### src/rtl/tlc_pkg.sv
// Shared types, lamp encodings and default phase durations for the
// traffic-light phase sequencer.
package tlc_pkg;

    typedef enum logic [2:0] {
        MAIN_G     = 3'd0,
        MAIN_Y     = 3'd1,
        AR_TO_SIDE = 3'd2,
        SIDE_G     = 3'd3,
        SIDE_Y     = 3'd4,
        AR_TO_MAIN = 3'd5
    } phase_t;

    // {R,Y,G}, exactly one bit set
    typedef logic [2:0] lamp_t;

    localparam lamp_t LAMP_R = 3'b100;
    localparam lamp_t LAMP_Y = 3'b010;
    localparam lamp_t LAMP_G = 3'b001;

    // Default durations in prescaler ticks
    localparam int TLC_N_DEF = 4;
    localparam int T_MG_DEF  = 6;
    localparam int T_Y_DEF   = 3;
    localparam int T_AR_DEF  = 1;
    localparam int T_SG_DEF  = 5;

    // Main-road lamp shown in a given phase; red whenever the side road may move
    function automatic lamp_t main_lamp_of(input phase_t p);
        case (p)
            MAIN_G:  return LAMP_G;
            MAIN_Y:  return LAMP_Y;
            default: return LAMP_R;
        endcase
    endfunction

    // Side-road lamp shown in a given phase
    function automatic lamp_t side_lamp_of(input phase_t p);
        case (p)
            SIDE_G:  return LAMP_G;
            SIDE_Y:  return LAMP_Y;
            default: return LAMP_R;
        endcase
    endfunction

endpackage

### src/rtl/tlc_sync.sv
// Two-flop synchroniser for an asynchronous level input. With RISE=1 the
// output is a one-clk pulse on each synchronised rising edge instead of
// the synchronised level.
module tlc_sync #(
    parameter bit RISE = 1'b0
) (
    input  logic clk,
    input  logic rst,
    input  logic i_async,
    output logic o_sync
);

    logic r_meta;
    logic r_sync;

    // Two-stage capture of the asynchronous input
    always_ff @(posedge clk or posedge rst) begin
        if (rst) begin
            r_meta <= 1'b0;
            r_sync <= 1'b0;
        end else begin
            r_meta <= i_async;
            r_sync <= r_meta;
        end
    end

    generate
        if (RISE) begin : g_rise
            logic r_prev;

            // Previous synchronised value for edge detection
            always_ff @(posedge clk or posedge rst) begin
                if (rst) begin
                    r_prev <= 1'b0;
                end else begin
                    r_prev <= r_sync;
                end
            end

            assign o_sync = r_sync & ~r_prev;
        end else begin : g_level
            assign o_sync = r_sync;
        end
    endgenerate

endmodule

### src/rtl/tlc_phase_fsm.sv
// Traffic-light phase sequencer. Drives an external countdown timer by
// loading it with each phase duration, steps on expiry (count of zero on
// a cycle that is not the load cycle), and serves latched side-car and
// pedestrian requests.
module tlc_phase_fsm
    import tlc_pkg::*;
#(
    parameter int N    = TLC_N_DEF,
    parameter int T_MG = T_MG_DEF,
    parameter int T_Y  = T_Y_DEF,
    parameter int T_AR = T_AR_DEF,
    parameter int T_SG = T_SG_DEF
) (
    input  logic         clk,
    input  logic         rst,
    input  logic         car_sense,
    input  logic         ped_req,
    input  logic         hold,
    input  logic [N-1:0] timer_val,
    output logic         tmr_load,
    output logic [N-1:0] tmr_init,
    output logic         tmr_en,
    output lamp_t        main_lamp,
    output lamp_t        side_lamp,
    output logic         walk
);

    logic         w_car_set;
    logic         w_ped_set;
    logic         w_exp;
    logic         w_step;
    logic         w_enter_sg;
    phase_t       w_next;
    logic [N-1:0] w_dur;

    phase_t       r_state;
    logic         r_load;
    logic [N-1:0] r_init;
    logic         r_en;
    lamp_t        r_main;
    lamp_t        r_side;
    logic         r_walk;
    logic         r_walk_q;
    logic         r_car_pend;
    logic         r_ped_pend;

    // Car presence is a level; the pedestrian button may be held, so only its edge counts
    tlc_sync #(.RISE(1'b0)) u_car_sync (
        .clk     (clk),
        .rst     (rst),
        .i_async (car_sense),
        .o_sync  (w_car_set)
    );

    tlc_sync #(.RISE(1'b1)) u_ped_sync (
        .clk     (clk),
        .rst     (rst),
        .i_async (ped_req),
        .o_sync  (w_ped_set)
    );

    // During the load cycle the timer still shows its old (zero) count, so it
    // is not trusted; while frozen the phase must not advance either.
    assign w_exp = (timer_val == '0) && !r_load && r_en;

    // Next phase; unreachable encodings fall back to the all-red clearance
    always_comb begin
        w_next = r_state;
        case (r_state)
            MAIN_G:     if (w_exp && (r_car_pend || r_ped_pend)) w_next = MAIN_Y;
            MAIN_Y:     if (w_exp) w_next = AR_TO_SIDE;
            AR_TO_SIDE: if (w_exp) w_next = SIDE_G;
            SIDE_G:     if (w_exp) w_next = SIDE_Y;
            SIDE_Y:     if (w_exp) w_next = AR_TO_MAIN;
            AR_TO_MAIN: if (w_exp) w_next = MAIN_G;
            default:    w_next = AR_TO_MAIN;
        endcase
    end

    assign w_step     = (w_next != r_state);
    assign w_enter_sg = w_step && (w_next == SIDE_G);

    // Duration loaded into the timer for the phase being entered
    always_comb begin
        case (w_next)
            MAIN_G:         w_dur = N'(T_MG);
            MAIN_Y, SIDE_Y: w_dur = N'(T_Y);
            SIDE_G:         w_dur = N'(T_SG);
            default:        w_dur = N'(T_AR);
        endcase
    end

    // Phase register, timer handshake, request latches and registered lamp outputs
    always_ff @(posedge clk or posedge rst) begin
        if (rst) begin
            r_state    <= AR_TO_MAIN;
            r_load     <= 1'b1;
            r_init     <= N'(T_AR);
            r_en       <= 1'b1;
            r_main     <= LAMP_R;
            r_side     <= LAMP_R;
            r_walk     <= 1'b0;
            r_walk_q   <= 1'b0;
            r_car_pend <= 1'b0;
            r_ped_pend <= 1'b0;
        end else begin
            r_state <= w_next;
            r_load  <= w_step;
            if (w_step) begin
                r_init <= w_dur;
            end
            r_en   <= !hold;
            r_main <= main_lamp_of(w_next);
            r_side <= side_lamp_of(w_next);
            // Entering SIDE_G serves the pending requests; a request seen on
            // that very cycle survives for the next cycle.
            if (w_enter_sg) begin
                r_car_pend <= w_car_set;
                r_ped_pend <= w_ped_set;
                r_walk_q   <= r_ped_pend;
            end else begin
                r_car_pend <= r_car_pend | w_car_set;
                r_ped_pend <= r_ped_pend | w_ped_set;
            end
            r_walk <= (w_next == SIDE_G) && (w_enter_sg ? r_ped_pend : r_walk_q);
        end
    end

    assign tmr_load  = r_load;
    assign tmr_init  = r_init;
    assign tmr_en    = r_en;
    assign main_lamp = r_main;
    assign side_lamp = r_side;
    assign walk      = r_walk;

endmodule

### config.mk
export PLATFORM = sky130hd
export DESIGN_NAME = tlc_phase_fsm
export DESIGN_NICKNAME = d
export VERILOG_FILES = /design/src/rtl/tlc_pkg.sv /design/src/rtl/tlc_sync.sv /design/src/rtl/tlc_phase_fsm.sv
export SDC_FILE = /design/constraint.sdc
export NUM_CORES = 1
export LEC_CHECK = 0
export ABC_AREA = 1
export CAP_MARGIN = 20
export CORE_MARGIN = 10
export CORE_UTILIZATION = 42
export DETAILED_ROUTE_END_ITERATION = 6
export HOLD_SLACK_MARGIN = 0.1
export PLACE_DENSITY = 0.8
export SLEW_MARGIN = 20
export SYNTH_ARGS = -nofsm -noshare
export SYNTH_HDL_FRONTEND = slang
export SYNTH_SLANG_ARGS = --single-unit
### constraint.sdc
create_clock -name clk -period 1.39 [get_ports clk]
set_input_delay 0.417 -clock clk [delete_from_list [all_inputs] [get_ports clk]]
set_output_delay 0.417 -clock clk [all_outputs]
set_load 0.005 [all_outputs]
==> flow_summary.yaml, run 1 <==
timing:
  finClkSkew_ps: 1.82
  setup_ws_ps: -178
  finalCritPeriodShare_pct: 113
  layout_min_cycle_time_ps: 1570
  slew_violations: 0
  hold_viol: 0
  setup_violations: 10
  finalSetupTns_ps: -1180
  rsz0062_at_grt: "yes"
  fmax_mhz: 638
setup_path:
  cp_max_fo: 3
  critical_path_required_ps: 1600
  arrival_ps: 1780
  r2r_slack_ps: -180
  critPathLaunchType: "flip-flop"
  worstSetupPathType: "flip-flop to flip-flop"
  cp-end-kind: "flip-flop"
  r2r.worst_path.cells: 10
flow_run:
  max-cap-violations: 0
global_routing:
  grt_max_degree: 24
  grt_usage_pct: 10.3
  grt_pass1_wl_um: 3510
  antenna_found_initial: 0
  first_global_vias: 796
  grt_overflow_total: 0
synthesis:
  yosysTopAreaCell: "dfrtp_1"
  synth_fp_nets: 95
  ys_types: 23
  syn-cell-area_um2: 898
  synth_top_area_share_pct: 44.6
  synth.area.top_cells: "dfrtp_1 (45%), dfstp_2 (20%), inv_1 (6.7%), nand2_1 (6.7%), nand3_2 (2.2%)"
  yosys_register_bits: 23
  yosysSeqAreaShare_pct: 65.0
  synthCells: 86
  synth_area_per_cell_um2: 10.4
  yosys_warnings: 0
power:
  p_leak_uw: 0.000692
  power_uw: 2240
  powerDensity_nw_per_um2: 1660
  peakVddDrop_mv: 0.868
hold_path:
  min_path_type: "flip-flop to flip-flop"
  hold_path_depth: 0
die:
  placementRows: 16
  die_h_um: 66.3
  io_pins: 22
  fp.dieW_um: 66.3
  initial_core_util_pct: 44.9
  fp.dieArea_um2: 4390
  core_um2: 2000
place:
  port_buffers: 20
  detailedPlacementHpwl_um: 1340
  place_area_um2: 1220
  gp_congestion: 0.884
  numPlacedInstances: 142
cells_and_area:
  final_area_um2: 1350
  final_cells: 152
  final_common_cell: "dfrtp_1"
  antennaDiodeCount: 0
  drive_above_1_share_pct: 40.8
  layout_common_cells: "dfrtp_1 (16), inv_1 (13), nand2_1 (13)"
  area_growth_pct: 50.0
  fill_cells: 154
  nets: 135
  fin_util_pct: 67.3
route:
  via_per_inst: 4.68
  ant_nets: 0
  first_pass_iters: 3
  drt-initial-drc-count: 6
  wl_um: 2010
  wl_per_cell_um: 13.2
  num_vias: 711
  post-route-drc-count: 0
cts:
  htreeDepth: 1
  cts.sinks: 23
  cts_max_path_buffers: 2
  cts.reportedPaths.clkPinSlew_ps: 120
  cts_root_buffer: "clkbuf_4"
  insertion_delay_ps: 300
  cts_hold_buf: 0
  numCtsBuffers: 3
  cts_tree: "done"
outcome:
  status: "finished with violations"
  violations: "setup timing"
-- worst max-delay path, cell delays in order, from the launching register on --
cell,delay (ps)
dfstp_2,550
buf_6,100
nand2_4,50
nor2_4,130
nand4_1,200
nand2_2,160
clkinv_4,70
nand3_2,80
nand2_2,60
nand2_1,50
nand2_1,40
-- metal layers --
metal  routed length, µm  track usage (%)  up-vias
met5                   0                0        -
met4                  10             6.02        0
met3                  97             3.39        2
met2                1150             19.0       14
met1                 753             9.46      357
li1                    -                -      338
-- timing repair --
item | in CTS | in global routing
endpoints found under the setup margin | 26 | 25
setup buffers | 4 | 2
gates resized for setup | 46 | 13
pin swaps | 10 | 2
-- metrics by stage --
step / hold WS, ps / setup slack, ps
final: 364 / -178
after global routing: 375 / -296
after CTS: 368 / -155
after detailed placement: 338 / -512
after global placement: 334 / -467
after floorplan: 331 / 8.74
-- sequential cells by signal, indices dropped and copies added, names as in the netlist --
register / cells
main_lamp: 3
tmr_init: 3
tmr_load: 1
u_ped_sync.g_rise.r_prev: 1
walk: 1
tmr_en: 1
u_ped_sync.r_sync: 1
r_car_pend: 1
r_state: 3
u_ped_sync.r_meta: 1
r_walk_q: 1
u_car_sync.o_sync: 1
u_car_sync.r_meta: 1
r_ped_pend: 1
side_lamp: 3
-- final timing paths --
path | startpoint | endpoint
worst min register to register | u_car_sync.r_meta | u_car_sync.o_sync
worst max register to register | tmr_en | tmr_init[2]
min in group asynchronous | rst | walk
max in group asynchronous | rst | tmr_en
worst max-delay path | tmr_en | tmr_init[2]
worst min-delay path | u_car_sync.r_meta | u_car_sync.o_sync
-- power by group --
group / internal (µW) / switching, µW
Combinational: 515 / 441
Sequential: 882 / 102
Clock: 112 / 189
Total: 1510 / 733
-- cell type report --
class                      instances  area (µm²)  share of cell area [%]
tap                               27        33.8                    2.51
clock buffer                       4        26.3                    1.95
timing repair buffer              36         337                    25.0
multi-input combinational         44         294                    21.8
sequential                        23         584                    43.4
inverter                          18        72.6                    5.39
-- Yosys cell counts --
| cell | instances |
|---|---|
| o21ai_2 | 1 |
| nand3_1 | 3 |
| nor2_2 | 2 |
| a21oi_2 | 1 |
| conb_1 | 1 |
| nand3_2 | 2 |
| dfstp_2 | 7 |
| nand2_1 | 16 |
| nor2_1 | 5 |
| nor3_1 | 1 |
| o21ai_0 | 2 |
| or2_1 | 1 |
| a21o_1 | 1 |
| dfrtp_1 | 16 |
| inv_2 | 1 |
| nand4_2 | 1 |
| inv_1 | 16 |
| a31oi_1 | 1 |
| clkinv_2 | 1 |
| buf_4 | 1 |
| nor2_4 | 1 |
| nand4_1 | 3 |
| nand2_2 | 2 |
-- kinds of logic after synthesis --
kind of cell,after synthesis,share of synthesized area [%]
compound gates,6,4.60
buf+inv,19,8.50
flops,23,65.0
other cells,1,0.417
simple gates,37,21.4
(Power assumes the default switching activity.)
==> inputs of run 2 (changes only) <==
- CORE_UTILIZATION: 42 -> 43
- PLACE_DENSITY: 0.8 -> 0.81
- SYNTH_HIERARCHICAL: default -> 1
==> flow_summary.yaml, run 2 <==
outcome:
  status: "finished with violations"
  violations: "setup timing"
synthesis:
  synth.area.top_cells: "dfrtp_1 (41%), dfstp_2 (19%), inv_1 (6.9%), nand2_1 (4.6%), nand2_2 (3.8%)"
  yosys.cell_count.top_type: "inv_1"
  synth_fp_nets: 100
  yosys_warnings: 6
  yosysTopAreaCell: "dfrtp_1"
  synth_top_area_share_pct: 40.9
  synth_edf_count: 0
  async_reset_ff_share_pct: 100
  ys_types: 21
  synthCells: 91
  ys_dominant_reg_cell: "dfrtp_1"
  syn-cell-area_um2: 978
  yosysSeqAreaShare_pct: 59.7
  synth_area_per_cell_um2: 10.8
  yosys_register_bits: 23
  synth.top_cells.by_count: "inv_1 (18), dfrtp_1 (16), nand2_1 (12)"
cells_and_area:
  antennaDiodeCount: 0
  final_common_cell: "inv_1"
  layout_common_cells: "inv_1 (17), dfrtp_1 (16), nand2_1 (10)"
  area_growth_pct: 39.6
  nets: 136
  drive_above_1_share_pct: 42.1
  final_cells: 154
route:
  wl_per_cell_um: 13.1
  wl_um: 2020
  first_pass_iters: 4
  num_vias: 689
  drt-initial-drc-count: 21
  ant_nets: 0
  via_per_inst: 4.47
  post-route-drc-count: 0
timing:
  finalCritPeriodShare_pct: 113
  setup_violations: 13
  rsz0062_at_grt: "yes"
  hold_viol: 0
  finalSetupTns_ps: -1260
  layout_min_cycle_time_ps: 1560
  slew_violations: 0
  whs_ps: 306
  finClkSkew_ps: 6.77
  fmax_mhz: 639
  setup_ws_ps: -174
global_routing:
  grt_max_degree: 19
  grt_overflow_total: 0
  grt_usage_pct: 9.81
  first_global_vias: 787
  antenna_found_initial: 0
  grt_pass1_wl_um: 3510
setup_path:
  r2r.worst_path.cells: 10
  worstPathCellList: "buf_6 -> nand2_4 -> nor2_4 -> nand3_4 -> nand2_2 -> nand2_2 -> inv_2 -> nand3_4 -> buf_4 -> inv_2"
  cp_max_fo: 6
  critPathTopFamily: "simple AND/OR/NAND/NOR gates"
  crit_cells: 10
  critPathBufInv: 4
  critPathLaunchType: "flip-flop"
  cp-end-kind: "flip-flop"
  cpMaxStageDelayCell: "dfstp_2"
  slowest_delay_ps: 570
  critical_path_required_ps: 1650
  arrival_ps: 1820
  worstSetupPathType: "flip-flop to flip-flop"
cts:
  cts_tree: "done"
  insertion_delay_ps: 300
  cts.sinks: 23
  cts_root_buffer: "clkbuf_4"
  cts_hold_buf: 0
  cts.reportedPaths.clkPinSlew_ps: 120
  cts_max_path_buffers: 2
  htreeDepth: 1
  numCtsBuffers: 3
die:
  placementRows: 17
  core_um2: 2190
  fp.dieArea_um2: 4580
  initial_core_util_pct: 44.7
  fp.dieW_um: 67.7
  io_pins: 22
  die_h_um: 67.7
hold_path:
  min_path_type: "input port to asynchronous set/reset pin"
power:
  powerDensity_nw_per_um2: 1750
  peakVddDrop_mv: 1.19
  p_leak_uw: 0.000680
place:
  gp_congestion: 0.841
  detailedPlacementHpwl_um: 1470
  numPlacedInstances: 142
  port_buffers: 20
flow_run:
  max-cap-violations: 0
[run 2: metrics by stage]
step	total power [µW]	instance area (µm²)	setup slack, ps	util (%)
3_3_place_gp	1960	1250	-417	57.0
5_1_grt	2570	1370	-292	62.4
4_1_cts	2300	1300	-147	59.4
2_1_floorplan	1550	978	7.67	-
6_report	2390	1370	-174	62.4
3_5_place_dp	1990	1250	-475	57.0
[run 2: repair_timing]
item,CTS,global route
gates resized for setup,35,15
pin swaps,10,1
setup buffers,5,3
setup endpoints to repair,24,23
[run 2: cell families after synthesis]
kind of cell | after synthesis | synth area share [%]
AO/OA/AOI/OAI | 6 | 5.24
buffers and inverters | 23 | 9.21
flip-flops | 23 | 59.7
other | 1 | 0.383
AND/OR/NAND/NOR | 38 | 25.4
[run 2: routing by layer]
layer	up-vias	GRT usage, %	part of all wire (%)
met3	6	3.47	7.2
met4	0	4.62	2.0
li1	343	-	-
met5	-	0	0
met2	22	17.3	50
met1	318	10.2	41
[run 2: power by group]
group / switching (µW) / leakage [µW] / internal [µW] / total (µW)
registers: 115 / 0.000265 / 914 / 1030
logic: 537 / 0.000398 / 527 / 1060
clock network: 191 / 0.0000177 / 107 / 299
[run 2: final timing paths]
kind / from / endpoint / slack [ps]
setup / recovery: tmr_en / main_lamp[0] / -170
hold / removal: rst / u_car_sync/o_sync / 310
setup reg to reg: tmr_en / main_lamp[0] / -170
hold reg to reg: u_ped_sync/r_meta / u_ped_sync/r_sync / 370
max in group asynchronous: rst / tmr_en / 710
min in group clk: u_ped_sync/r_meta / u_ped_sync/r_sync / 370
[run 2: final cells by class]
type / count / area [µm²]
Sequential cell: 23 / 584
Multi-Input combinational cell: 45 / 324
Inverter: 22 / 82.6
Tap cell: 28 / 35.0
Clock inverter: 1 / 5.00
Timing Repair Buffer: 32 / 313
Fill cell: 174 / 825
Clock buffer: 3 / 22.5
[run 2: worst register-to-register path, stage by stage, from the launching register on]
cell	delay [ps]
dfstp_2	570
buf_6	110
nand2_4	50
nor2_4	130
nand3_4	140
nand2_2	100
nand2_2	60
inv_2	100
nand3_4	100
buf_4	150
inv_2	30
==> inputs of run 3 (changes only) <==
- CAP_MARGIN: 20 -> default
==> results of run 3 <==
The final DEF is identical to that of run 2; final timing and power are the same.
